`src/rtl/moving_avg_filter_if.sv`:
```
// moving_avg_filter_if: valid/ready stream bundle (input side, output side, flush) for one filter channel.
interface moving_avg_filter_if #(parameter int DATA_W = 24);
    logic                     clear;
    logic                     in_valid;
    logic                     in_ready;
    logic signed [DATA_W-1:0] in_data;
    logic                     out_valid;
    logic                     out_ready;
    logic signed [DATA_W-1:0] out_data;
    modport master(output clear, in_valid, in_data, out_ready, input in_ready, out_valid, out_data);
    modport slave(input clear, in_valid, in_data, out_ready, output in_ready, out_valid, out_data);
endinterface

```
`src/rtl/moving_avg_filter.sv`:
```
// moving_avg_filter: N-tap boxcar average over a circular buffer with a running-sum accumulator.
// Define MOVING_AVG_ROUND_EN for round-half-up output instead of floor.
module moving_avg_filter #(
    parameter int DATA_W = 24,
    parameter int LOG2_N = 3
) (
    input logic               clk,
    input logic               reset,
    moving_avg_filter_if.slave bus
);
    localparam int N     = 2 ** LOG2_N;
    localparam int ACC_W = DATA_W + LOG2_N;
    typedef enum logic {FILL, RUN} state_t;
    state_t                   r_state, w_state_next;
    logic signed [DATA_W-1:0] r_buf [N];
    logic [LOG2_N-1:0]        r_wptr;
    logic [LOG2_N:0]          r_count;
    logic signed [ACC_W-1:0]  r_acc, w_acc_next;
    logic signed [DATA_W-1:0] w_oldest, w_result, r_out_data;
    logic                     r_out_valid, w_accept;
    assign bus.in_ready  = !bus.clear && (!r_out_valid || bus.out_ready);
    assign bus.out_valid = r_out_valid;
    assign bus.out_data  = r_out_data;
    assign w_accept      = bus.in_valid && bus.in_ready;
    // Buffer entries are only read in RUN, i.e. after every slot has been written.
    assign w_oldest   = (r_state == RUN) ? r_buf[r_wptr] : '0;
    assign w_acc_next = r_acc + ACC_W'(bus.in_data) - ACC_W'(w_oldest);
`ifdef MOVING_AVG_ROUND_EN
    logic signed [ACC_W:0] w_rounded;
    assign w_rounded = {w_acc_next[ACC_W-1], w_acc_next} + (ACC_W+1)'(N / 2);
    assign w_result  = DATA_W'(w_rounded >>> LOG2_N);
`else
    assign w_result  = DATA_W'(w_acc_next >>> LOG2_N);
`endif
    always_comb begin
        w_state_next = r_state;
        if (bus.clear)
            w_state_next = FILL;
        else if (w_accept && r_state == FILL && r_count == (LOG2_N+1)'(N - 1))
            w_state_next = RUN;
    end
    always_ff @(posedge clk or posedge reset)
        if (reset) r_state <= FILL;
        else       r_state <= w_state_next;
    always_ff @(posedge clk or posedge reset) begin
        if (reset) begin
            r_acc       <= '0;
            r_wptr      <= '0;
            r_count     <= '0;
            r_out_valid <= 1'b0;
            r_out_data  <= '0;
        end else if (bus.clear) begin
            r_acc       <= '0;
            r_wptr      <= '0;
            r_count     <= '0;
            r_out_valid <= 1'b0;
        end else if (w_accept) begin
            r_acc       <= w_acc_next;
            r_wptr      <= r_wptr + 1'b1;
            r_count     <= (r_state == FILL) ? r_count + 1'b1 : r_count;
            r_out_valid <= 1'b1;
            r_out_data  <= w_result;
        end else if (bus.out_ready) begin
            r_out_valid <= 1'b0;
        end
    end
    always_ff @(posedge clk)
        if (w_accept) r_buf[r_wptr] <= bus.in_data;
endmodule
```
`src/flat_wrapper.sv`:
```
// flat-port wrapper written by rule: the top's interface ports become plain ports
module moving_avg_filter_flat 
#(
    parameter int DATA_W = 24,
    parameter int LOG2_N = 3
)
  (clk, reset, bus_clear, bus_in_valid, bus_in_data, bus_out_ready, bus_in_ready, bus_out_valid, bus_out_data);
  moving_avg_filter_if #(.DATA_W(DATA_W)) bus_i ();
  input logic clk;
  input logic reset;
  input wire logic [$bits(bus_i.clear)-1:0] bus_clear;
  input wire logic [$bits(bus_i.in_valid)-1:0] bus_in_valid;
  input wire logic [$bits(bus_i.in_data)-1:0] bus_in_data;
  input wire logic [$bits(bus_i.out_ready)-1:0] bus_out_ready;
  output wire logic [$bits(bus_i.in_ready)-1:0] bus_in_ready;
  output wire logic [$bits(bus_i.out_valid)-1:0] bus_out_valid;
  output wire logic [$bits(bus_i.out_data)-1:0] bus_out_data;
  assign bus_i.clear = bus_clear;
  assign bus_i.in_valid = bus_in_valid;
  assign bus_i.in_data = bus_in_data;
  assign bus_i.out_ready = bus_out_ready;
  assign bus_in_ready = bus_i.in_ready;
  assign bus_out_valid = bus_i.out_valid;
  assign bus_out_data = bus_i.out_data;
  moving_avg_filter #(.DATA_W(DATA_W), .LOG2_N(LOG2_N)) u_core (.clk(clk), .reset(reset), .bus(bus_i));
endmodule
```
`config.mk`:
```
export PLATFORM = sky130hd
export DESIGN_NAME = moving_avg_filter_flat
export DESIGN_NICKNAME = d
export VERILOG_FILES = /design/src/rtl/moving_avg_filter_if.sv /design/src/rtl/moving_avg_filter.sv /design/src/flat_wrapper.sv
export SDC_FILE = /design/constraint.sdc
export NUM_CORES = 1
export LEC_CHECK = 0
export BUFFER_PORTS_ARGS = -buffer_cell sky130_fd_sc_hd__buf_2
export CORE_MARGIN = 2
export CORE_UTILIZATION = 25
export DETAILED_ROUTE_END_ITERATION = 6
export PLACE_DENSITY = 0.38
export SLEW_MARGIN = 20
export SYNTH_ARGS = -nofsm -noshare
export SYNTH_HDL_FRONTEND = slang
export SYNTH_SLANG_ARGS = --single-unit
export TNS_END_PERCENT = 5
```
`constraint.sdc`:
```
create_clock -name clk -period 13.6 [get_ports clk]
set_clock_uncertainty 0.15 [all_clocks]
set_input_delay 1.36 -clock clk [delete_from_list [all_inputs] [get_ports clk]]
set_output_delay 1.36 -clock clk [all_outputs]
set_load 0.005 [all_outputs]
```
Yosys cells after proc, flatten, opt, wreduce, memory -nomap -nowiden
Memory sizes are Yosys's and may differ from the RTL's.
Cells that the tools add are included.
{"block": "word_totals", "reg_bits": 60, "latch_bits": 0, "mem_bits_rw": 192, "rom_bits": 0, "inputBits": 29, "memories": 1}
{"block": "op_classes", "addsub": 4, "n_mul": 0, "div": 0, "n_lt_le_gt_ge": 0, "eq_ne": 2, "shifts": 0, "muxes": 15, "bitwise": 2, "n_reduce_logical": 12}
{"name": "u_core.r_buf", "words": 8, "word_bits": 24, "rd": 1, "rd_ports_with_merged_regs": 0, "wr": 1, "line": "moving_avg_filter.sv:15", "rtl": "logic signed [DATA_W-1:0] r_buf [N];"}
{"op": "two-way mux 27 bit", "count": 2}
{"op": "adder 27 x 24 -> 27 bit", "count": 1}
{"op": "subtractor 27 x 24 -> 27 bit", "count": 1}
{"op": "two-way mux 24 bit", "count": 1}
{"op": "two-way mux 4 bit", "count": 3}
{"op": "two-way mux 1 bit", "count": 7}
{"op": "two-way mux 3 bit", "count": 2}
{"op": "adder 4 x 1 -> 4 bit (second input constant)", "count": 1}
{"op": "== test 4 x 3 -> 1 bit (second input constant)", "count": 1}
{"op": "logical AND 1 bit", "count": 4}
{"op": "AND reduction 2 bit", "count": 2}
{"op": "nonzero test 2 bit", "count": 2}
{"op": "adder 3 x 1 -> 3 bit (second input constant)", "count": 1}
{"op": "nonzero test 3 bit", "count": 1}
{"op": "zero test 1 bit", "count": 2}
{"op": "inequality test 2 bit (second input constant)", "count": 1}
{"op": "NOT 1 bit", "count": 2}
{"op": "logical OR 1 bit", "count": 1}

Longest topological paths before layout
Gate-level depths: netlist of run 1.
{"block": "logic_depth", "word_depth": 8, "mapped_depth": 17, "ltp_nobuf": 15}

Worst setup path before layout of run 1
No wires, ideal clock.
{"block": "synth_timing", "kind": "input to register", "start": "in bus_out_ready", "end": "mem u_core.r_buf[4][0], enable pin", "arrival_ns": 4.541, "required_ns": 12.975, "setup_slack_ns": 8.434, "cell_stages": 5, "n_path_buf": 1, "cell_sequence": "nand2b_1 -> and2_1 -> nand2_1 -> clkbuf_1 -> nor4b_1"}
{"block": "synth_via", "elab_chain_len": 5}
{"item": "start, declared", "line": "flat_wrapper.sv:14", "rtl": "input wire logic [$bits(bus_i.out_ready)-1:0] bus_out_ready;"}
{"item": "logical OR 1 bit", "line": "moving_avg_filter.sv:21", "rtl": "assign bus.in_ready = !bus.clear && (!r_out_valid || bus.out_ready);"}
{"item": "logical AND 1 bit", "line": "moving_avg_filter.sv:21"}
{"item": "logical AND 1 bit", "line": "moving_avg_filter.sv:24", "rtl": "assign w_accept = bus.in_valid && bus.in_ready;"}
{"item": "two-way mux 1 bit", "line": "moving_avg_filter.sv:68", "rtl": "if (w_accept) r_buf[r_wptr] <= bus.in_data;"}
{"item": "two-way mux 1 bit (implied by the code)", "line": "moving_avg_filter.sv:68"}
{"item": "end, declared", "line": "moving_avg_filter.sv:15"}
Every way passes these cells.

Final worst setup path of run 1
{"block": "layout_timing", "start": "reg u_core.r_wptr[0]", "end": "reg u_core.r_out_data[17] (netlist: u_core.bus.out_data[17])"}
{"block": "layout_via", "elab_chain_len": 3}
{"item": "start, declared", "line": "moving_avg_filter.sv:16", "rtl": "logic [LOG2_N-1:0] r_wptr;"}
{"item": "start signal, assigned", "line": "moving_avg_filter.sv:59", "rtl": "r_wptr <= r_wptr + 1'b1;"}
{"item": "memory read (8 x 24 bit)"}
{"item": "two-way mux 24 bit", "line": "moving_avg_filter.sv:26", "rtl": "assign w_oldest = (r_state == RUN) ? r_buf[r_wptr] : '0;"}
{"item": "subtractor 27 x 24 -> 27 bit", "line": "moving_avg_filter.sv:27", "rtl": "assign w_acc_next = r_acc + ACC_W'(bus.in_data) - ACC_W'(w_oldest);"}
{"item": "end signal, assigned", "line": "moving_avg_filter.sv:62", "rtl": "r_out_data <= w_result;"}
{"item": "end, declared", "line": "moving_avg_filter.sv:19", "rtl": "logic signed [DATA_W-1:0] w_oldest, w_result, r_out_data;"}
Every way passes these cells.
A chain may end at the register's enable or synchronous reset.

==> flow_metrics.tcl, run 1 <==
set metrics [dict create \
    antenna_found_initial 3 \
    grt_pass1_wl_mm 50.56 \
    dp_slack_ps 8443 \
    num_io_pins 55 \
    synth.most_common_cell "edfxtp_1" \
    cp-start-kind "flip-flop" \
    ys_top_cells_by_count "192 x edfxtp_1, 101 x inv_1, 95 x nand2_1" \
    end_kind "flip-flop" \
    synth-main-ff-cell "edfxtp_1" \
    hold_viol 0 \
    first_pass_iters 5 \
    drcViolationCount 0 \
    min_path_type "flip-flop to flip-flop" \
    p_sw_frac 0.3424 \
    netlist-cell-type-count 62 \
    yosysTopAreaCell "edfxtp_1" \
    crit_family "compound AO/OA/AOI/OAI gates" \
    die_x_um 225.4 \
    period_needed_ps 5233 \
    status "complete, no violations" \
    drt-total-wl_mm 32.89 \
    worst_slew_pin_slew_ps 967.7 \
    drtAntennaViolNets 0 \
    design_area_um2 14340 \
    crit_path_max_incr_delay_ps 740 \
    cts_root_buf "clkbuf_16" \
    power.leakage_nw 5.357 \
    cts.sinks 252 \
    syn_inst 914 \
    p_clk_frac 0.315 \
    drt_iter0_drc 585 \
    num_antenna_cells 0 \
    routabilityCongestion 0.7981 \
    core.rowCount 81 \
    syn-num-nets 999 \
    final_layout_size_suffix_gt1_frac 0.1926 \
    grt_max_degree 61 \
    slew_viol_final 0 \
    seq_power_share 0.358 \
    cts.htree.levels 1 \
    netlist_area_um2 12260 \
    cts.clk_slew.worst_paths_ps 60 \
    worst_path_max_delay_cell "buf_4" \
    synthTopCellsByArea "edfxtp_1 47%, dfrtp_1 12%, mux4_2 8.8%, fa_1 4.2%, inv_1 3.1%" \
    rsz0062_at_grt "false" \
    cts_hold_buf 0 \
    core_area_um2 48650 \
    clkLatencyLatePin_ps 600 \
    fin_crit_sh 0.3847 \
    track_usage 0.1329 \
    post-cts-setup-buffers 0 \
    path_class "flip-flop to flip-flop" \
    placedCellCount 1563 \
    synth_top_area_share 0.4703 \
    synth_seq_cells 252 \
    synth-edff-count 192 \
    post_drt_wl_per_cell_um 20.31 \
    fin_cells 1619 \
    cts_resized 0 \
    placed_cell_area_um2 13320 \
    grt_pass1_vias 7685 \
    netSwitchingPower_w 0.0009034 \
    maxSlewHeadroom 0.3549 \
    ys_seq_area_frac 0.5928 \
    ys_warn_count 0 \
    port_buffers 54 \
    area_growth_pct 16.95 \
    worstPathRequired_ps 13880 \
    initial_core_util 0.2520 \
    grt_overflow 0 \
    fillers 4946 \
    via_count 7328 \
    cellPowerDensity_nw_per_um2 184.0 \
    critPathMaxFanout 43 \
    cap_violations 0 \
    pwr-share-comb 0.327 \
    nets 1058 \
    fmax_mhz 191.1 \
    cts_max_path_buffers 3 \
    worst-path-buf-inv 2 \
    setup_viol 0 \
    synthArstFlopShare 0.2381 \
    dp_hpwl_mm 21.16 \
    dieArea_um2 50830 \
    crit_chain "buf_4, mux4_2, mux2i_1, nor2b_1, fa_1, inv_1, ha_1, a21o_1, a211oi_1, o21ai_0, a31oi_1, xor2_1, o21ai_1" \
    syn_area_per_cell_um2 13.41 \
    cp_data_arrival_time_ps 5520 \
    fin_ws_ps 8367 \
    ir_worst_vdd_uv 99.27 \
    viasPerCell 4.526 \
    p_int_w 0.001735 \
    cts_tree "yes" \
    die_height_um 225.4 \
    numCtsBuffers 30 \
    tns_ps 0 \
]
-- path summary, 6_finish.rpt --
kind / from / end / slack, ps / depth (start not counted)
worst max-delay path: u_core.r_wptr[0] / u_core.bus.out_data[17] / 8370 / 13
worst min-delay path: u_core.bus.out_data[10] / u_core.bus.out_data[10] / 320 / 2
worst max register to register: u_core.r_wptr[0] / u_core.bus.out_data[17] / 8370 / 13
worst min register to register: u_core.bus.out_data[10] / u_core.bus.out_data[10] / 320 / 2
max in group asynchronous: reset / u_core.r_wptr[0] / 11780 / 3
min in group asynchronous: reset / u_core.r_wptr[0] / 880 / 3
-- metrics by stage --
stage                     hold WS (ps)    util  power (W)
after floorplan                  299.5       -   0.001564
after global placement           309.5  0.2736   0.001835
after detailed placement         307.4  0.2738   0.001832
after CTS                        322.8  0.2947   0.002680
after global routing             348.6  0.2947   0.002822
final                            315.9  0.2947   0.002638
-- cells in the final DEF (no fill, tap or decap), types with 6 or more instances in the layout --
| master | instances |
|---|---|
| ha_1 | 30 |
| fa_1 | 26 |
| mux4_2 | 48 |
| edfxtp_1 | 192 |
| clkbuf_1 | 7 |
| inv_1 | 100 |
| nand2_1 | 94 |
| a21o_1 | 12 |
| a21oi_1 | 46 |
| o21ai_0 | 23 |
| xnor2_1 | 13 |
| nand4_1 | 7 |
| nor2b_1 | 28 |
| nand3_1 | 11 |
| dfrtp_1 | 57 |
| buf_2 | 54 |
| o21ai_1 | 14 |
| xor2_1 | 15 |
| nor3_1 | 6 |
| clkinv_1 | 6 |
| clkinv_2 | 6 |
| a31oi_1 | 11 |
| clkbuf_16 | 30 |
| mux2i_1 | 24 |
| buf_4 | 18 |
| nor2_1 | 38 |
-- final cells by class --
type | count | area, um2 | share of cell area
timing repair buffer | 72 | 405.4 | 0.02827
sequential | 252 | 7273 | 0.5073
multi-input combinational | 516 | 4484 | 0.3128
tap | 622 | 778.2 | 0.05428
clock buffer | 37 | 777.0 | 0.05419
clock inverter | 19 | 240.2 | 0.01676
inverter | 101 | 379.1 | 0.02644
-- power groups by stage --
stage / registers, W / logic (W) / clock network [W]
2_1_floorplan: 0.000949 / 0.000615 / 0
3_3_place_gp: 0.000963 / 0.000872 / 0
3_5_place_dp: 0.000963 / 0.000868 / 0
4_1_cts: 0.000949 / 0.000872 / 0.000859
5_1_grt: 0.000957 / 0.000977 / 0.000887
6_report: 0.000945 / 0.000863 / 0.000830
-- per-layer routing --
layer	GRT usage	wire length (um)	vias up	share of wire
met5	0	21	-	0.00064
met4	0.02799	630	4	0.019
met3	0.02321	1365	46	0.042
met2	0.2047	14650	145	0.45
met1	0.1954	16230	3710	0.49
li1	-	-	3423	-
-- sequential cells by signal, indices dropped and copies added (netlist names) --
name                  cells
u_core.bus.out_valid      1
u_core.r_count            4
u_core.r_acc             27
u_core.r_buf            192
u_core.bus.out_data      24
u_core.r_state            1
u_core.r_wptr             3
-- kinds of logic (layout without fill, tap and decap cells) --
family,after synthesis,after routing,synth area share
compound gates,145,145,0.07542
mux,77,77,0.1127
buf+inv,146,229,0.04572
simple gates,209,209,0.07849
xor+xnor,29,29,0.02184
flops,252,252,0.5928
fa+ha+maj,56,56,0.07308
-- tightest hold or removal path: stages, from the launching register on --
cell	delay, ps
dfrtp_1	330
nand2_1	50
nand2_1	50
No activity file was read; power rests on OpenSTA's default activity.
==> inputs of run 2 (changes only) <==
==> constraint.sdc (replaced) <==
create_clock -name clk -period 4.9 [get_ports clk]
set_clock_uncertainty 0.15 [all_clocks]
set_input_delay 0.49 -clock clk [delete_from_list [all_inputs] [get_ports clk]]
set_output_delay 0.49 -clock clk [all_outputs]
set_load 0.005 [all_outputs]
==> run 2 against run 1 <==
Against the previous run: critical path depth up 1; via count up 1.9%; design area up 1.5%; die area unchanged; sequential cell count unchanged; clock-buffer cell count up 6; combinational power rose to 2.8 times the previous value; sequential power rose to 2.8 times the previous value; hold slack worse by 250 ps; global-route usage up 0.23 points; critical endpoint is now u_core.bus.out_data[21]; highest routed layer unchanged.
==> flow_metrics.tcl, run 2 (same netlist as run 1, synthesis figures left out) <==
set metrics [dict create \
    drt_iter0_drc 579 \
    seq_power_share 0.354 \
    worstRegToRegCells 14 \
    die_x_um 225.4 \
    num_io_pins 55 \
    grt_pass1_wl_mm 50.49 \
    rsz0062_at_grt "false" \
    hold_viol 0 \
    netSwitchingPower_w 0.002540 \
    fmax_mhz 223.3 \
    dieArea_um2 50830 \
    end_kind "flip-flop" \
    cellPowerDensity_nw_per_um2 509.0 \
    grt_overflow 0 \
    cts.clk_slew.worst_paths_ps 60 \
    first_pass_iters 5 \
    tns_ps 0 \
    clkLatencyLatePin_ps 540 \
    path_class "flip-flop to flip-flop" \
    ir_worst_vdd_uv 205.5 \
    cts.htree.levels 2 \
    numCtsBuffers 34 \
    drcViolationCount 0 \
    status "complete, no violations" \
    antenna_found_initial 2 \
    period_needed_ps 4479 \
    whs_path_depth 3 \
    p_int_w 0.004866 \
    min_path_type "primary input to flip-flop" \
    drtAntennaViolNets 0 \
    cp_data_arrival_time_ps 4790 \
    port_buffers 54 \
    grt_pass1_vias 7745 \
    p_clk_frac 0.314 \
    r2r_setup_slack_ps 420 \
    cts.sinks 252 \
    core.rowCount 81 \
    regMostFlops "u_core.r_buf" \
    largest_reg_flops 192 \
    setup_viol 0 \
    die_height_um 225.4 \
    nets 1081 \
    final_common_cell "edfxtp_1" \
    dp_hpwl_mm 22.73 \
    cts_tree "yes" \
    worst_slew_pin_slew_ps 873.7 \
    area_growth_pct 18.69 \
    maxSlewHeadroom 0.4176 \
    post_drt_wl_per_cell_um 20.30 \
    final_cell_mix "192 x edfxtp_1, 100 x inv_1, 94 x nand2_1" \
    initial_core_util 0.2520 \
    cts_max_path_buffers 3 \
    power.leakage_nw 5.491 \
    via_count 7465 \
    pwr-share-comb 0.331 \
    drt-total-wl_mm 33.36 \
    final_layout_size_suffix_gt1_frac 0.2096 \
    num_antenna_cells 0 \
    grt_max_degree 42 \
    slew_viol_final 0 \
    cts_root_buf "clkbuf_16" \
    cp-start-kind "flip-flop" \
    p_sw_frac 0.3430 \
    track_usage 0.1352 \
    design_area_um2 14550 \
    routabilityCongestion 0.7929 \
    critPathMaxFanout 21 \
    core_area_um2 48650 \
    placed_cell_area_um2 13480 \
    fin_crit_sh 0.9141 \
    worstPathRequired_ps 5220 \
    cap_violations 0 \
    viasPerCell 4.544 \
]
[run 2: changes by cell type in the layout (fill, tap and decap cells not counted), sizes merged]
cell,previous run,this run
clkbuf,37,43
dlygate4sd3,0,1
bufinv,5,1
buf,72,90
clkinvlp,1,0
clkinv,13,17
[run 2: path summary, 6_finish.rpt]
path	to	start
setup / recovery	u_core.bus.out_data[21]	u_core.r_wptr[2]
hold / removal	u_core.bus.out_valid	bus_in_valid
setup reg to reg	u_core.bus.out_data[21]	u_core.r_wptr[2]
hold reg to reg	u_core.bus.out_data[3]	u_core.bus.out_data[3]
max in group asynchronous	u_core.r_acc[8]	reset
min in group asynchronous	u_core.r_acc[16]	reset
[run 2: power by group through the flow]
stage	Combinational [W]	Sequential (W)	Clock, W
4_1_cts	0.00248	0.00263	0.00242
2_1_floorplan	0.00171	0.00264	0
5_1_grt	0.00277	0.00265	0.00250
6_report	0.00245	0.00262	0.00233
3_5_place_dp	0.00247	0.00267	0
3_3_place_gp	0.00249	0.00267	0
[run 2: routing by layer]
metal,global-route usage,up-vias,part of all wire
met4,0.04657,4,0.025
met5,0,-,0.00063
met1,0.1885,3761,0.48
met3,0.02138,64,0.042
met2,0.2136,176,0.46
li1,-,3460,-
[run 2: per-stage QoR]
stage          hold WS, ps  utilization  total power, W  worst slack [ps]  instances
3_5_place_dp         310.7       0.2772        0.005136             304.0       1581
3_3_place_gp         306.2       0.2772        0.005155             259.9       1581
4_1_cts              40.43       0.2990        0.007527             260.1       1643
6_report             68.10       0.2991        0.007406             420.8       1643
5_1_grt              75.23       0.2991        0.007910             90.89       1643
2_1_floorplan        299.5            -        0.004341             555.4        914
[run 2: critical path, cell delays in order (launching register included)]
cell and delay (ps):
dfrtp_4 670, mux4_2 550, mux2_2 290, nand2_1 160, inv_1 130, fa_1 500
inv_1 50, ha_1 390, a21oi_1 220, nor3b_1 200, o21ai_0 130, a21bo_2 240
a31oi_1 230, mux2i_1 350, a21o_1 120
[run 2: cell type report]
type	instances	area, um2
clock buffer	43	925.9
clock inverter	18	127.6
fill	4921	34100
inverter	101	379.1
multi-input combinational	516	4476
sequential	252	7276
tap	622	778.2
timing repair buffer	91	588.1
[run 2: timing repair]
item / CTS / global route
endpoints found under the setup margin: 0 / 1
hold endpoints to repair: 21 / 0
resized for setup: 0 / 1
hold buffers: 1 / 0
setup buffers: 0 / 0
==> inputs of run 3 (changes only) <==
--- a/config.mk
+++ b/config.mk
@@ -8,6 +8,8 @@
 export BUFFER_PORTS_ARGS = -buffer_cell sky130_fd_sc_hd__buf_2
 export CORE_MARGIN = 2
 export CORE_UTILIZATION = 25
+export CTS_BUF_LIST = sky130_fd_sc_hd__clkbuf_8
+export CTS_CLUSTER_SIZE = 24
 export DETAILED_ROUTE_END_ITERATION = 6
 export PLACE_DENSITY = 0.38
 export SLEW_MARGIN = 20
==> run 3 against run 2 <==
Against the previous run: sequential share of layout area rose by 0.099 points; die area unchanged; sequential cell count unchanged; first-iteration DRC count decreased by 19%; combinational power hardly changed; hold slack got worse by 24 ps; clock power is 16% lower; via count is 0.75% higher; sequential power is essentially flat.
==> flow_metrics.tcl, run 3 (same netlist as run 1, synthesis figures left out) <==
set metrics [dict create \
    status "complete, no violations" \
    port_buffers 54 \
    worst_slew_pin_slew_ps 872.3 \
    viasPerCell 4.469 \
    cellPowerDensity_nw_per_um2 485.3 \
    maxSlewHeadroom 0.4184 \
    fillers 4935 \
    cts.clk_slew.worst_paths_ps 60 \
    regMostFlops "u_core.r_buf" \
    end_kind "flip-flop" \
    cts.htree.levels 2 \
    first_pass_iters 5 \
    placedCellCount 1581 \
    whs_path_depth 1 \
    hold_slack_ps 43.73 \
    worstReg2RegStart "u_core.r_wptr[2]" \
    slew_viol_final 0 \
    crit_cells 14 \
    tns_ps 0 \
    power.leakage_nw 5.539 \
    fin_total_pwr_w 0.007047 \
    crit_chain "mux4_2, mux2_2, nand2_1, inv_1, fa_1, inv_1, ha_1, a21oi_1, nor3b_1, o21ai_0, a21bo_2, a31oi_1, mux2i_1, a21o_1" \
    reg2reg_to "u_core.bus.out_data[21]" \
    antenna_found_initial 1 \
    track_usage 0.1366 \
    num_io_pins 55 \
    crit_top_cell "inv_1" \
    grt_overflow 0 \
    rsz0062_at_grt "false" \
    worst-path-buf-inv 2 \
    nets 1108 \
    die_x_um 225.4 \
    worst_path_max_delay_cell "dfrtp_4" \
    drtAntennaViolNets 0 \
    dp_hpwl_mm 22.73 \
    numCtsBuffers 47 \
    drcViolationCount 0 \
    crit_family "multiplexers" \
    grt_max_degree 42 \
    period_needed_ps 4461 \
    fin_crit_sh 0.9104 \
    final_common_cell "edfxtp_1" \
    cts_max_path_buffers 3 \
    post-route-util 0.2985 \
    post_drt_wl_per_cell_um 20.13 \
    via_count 7521 \
    cap_violations 0 \
    grt_pass1_wl_mm 51.03 \
    drt_iter0_drc 469 \
    cp-start-kind "flip-flop" \
    num_antenna_cells 0 \
    worstPathRequired_ps 5310 \
    path_class "flip-flop to flip-flop" \
    fmax_mhz 224.2 \
    dieArea_um2 50830 \
    grt_pass1_vias 7894 \
    final_cell_mix "192 x edfxtp_1, 113 x inv_1, 94 x nand2_1" \
    crit_path_max_incr_delay_ps 670 \
    cts.sinks 252 \
    core_area_um2 48650 \
    worstHoldEndpoint "u_core.r_buf[0][17]" \
    worstRegToRegCells 14 \
    routabilityCongestion 0.7929 \
    clkLatencyLatePin_ps 620 \
    fin_cells 1683 \
    r2r_setup_slack_ps 440 \
    cts_root_buf "clkbuf_8" \
    cp_data_arrival_time_ps 4870 \
    hold_viol 0 \
    core.rowCount 81 \
    critPathMaxFanout 21 \
    largest_reg_flops 192 \
    final_layout_size_suffix_gt1_frac 0.2177 \
    min-delay-start "bus_in_data[17]" \
    initial_core_util 0.2520 \
    area_growth_pct 18.45 \
    min_path_type "primary input to flip-flop" \
    ir_worst_vdd_uv 171.7 \
    cts_tree "yes" \
    setup_viol 0 \
    die_height_um 225.4 \
    drt-total-wl_mm 33.88 \
]
run 3: worst register-to-register path, stage by stage (launching register included):
cell,delay (ps)
dfrtp_4,670
mux4_2,560
mux2_2,290
nand2_1,160
inv_1,130
fa_1,510
inv_1,50
ha_1,390
a21oi_1,230
nor3b_1,200
o21ai_0,120
a21bo_2,240
a31oi_1,230
mux2i_1,360
a21o_1,120
run 3: timing repair:
action / CTS / global route
resized for setup: 0 / 1
hold buffers: 15 / 0
hold endpoints to repair: 118 / 0
buffers inserted: 0 / 0
setup endpoints to repair: 0 / 1
run 3: layout make-up:
cell class                 instances  area, um2  area share
clock buffer                      51      701.9     0.04834
clock inverter                    36      182.7     0.01258
inverter                         101      379.1     0.02611
multi-input combinational        516       4476      0.3082
sequential                       252       7276      0.5010
tap                              622      778.2     0.05359
timing repair buffer             105      728.2     0.05015
run 3: power breakdown:
part | internal (W) | switching (W) | total (W)
Sequential | 0.00250 | 0.000120 | 0.00262
Combinational | 0.000978 | 0.00149 | 0.00247
Clock | 0.00101 | 0.000939 | 0.00195
run 3: worst max path at each step:
stage                     slack, ps                      end              from
after detailed placement        300  u_core.bus.out_data[20]  u_core.r_wptr[2]
after global placement          260         u_core.r_acc[24]  u_core.r_wptr[2]
after floorplan                 560  u_core.bus.out_data[23]  u_core.r_wptr[0]
final                           440  u_core.bus.out_data[21]  u_core.r_wptr[2]
after global routing            100  u_core.bus.out_data[23]  u_core.r_wptr[0]
after CTS                       270  u_core.bus.out_data[20]  u_core.r_wptr[2]
run 3: per-stage QoR:
step                      setup WS [ps]  instance area, um2
after floorplan                   555.4               12260
final                             439.1               14520
after global routing              96.20               14520
after CTS                         273.2               14520
after global placement            259.9               13480
after detailed placement          304.0               13480
run 3: routing by layer:
layer  vias up  global-route usage  share of wire
li1       3513                   -              -
met1      3778              0.1888           0.48
met4         2             0.05234          0.027
met2       162              0.2140           0.46
met3        66             0.02347          0.037
met5         -                   0        0.00021
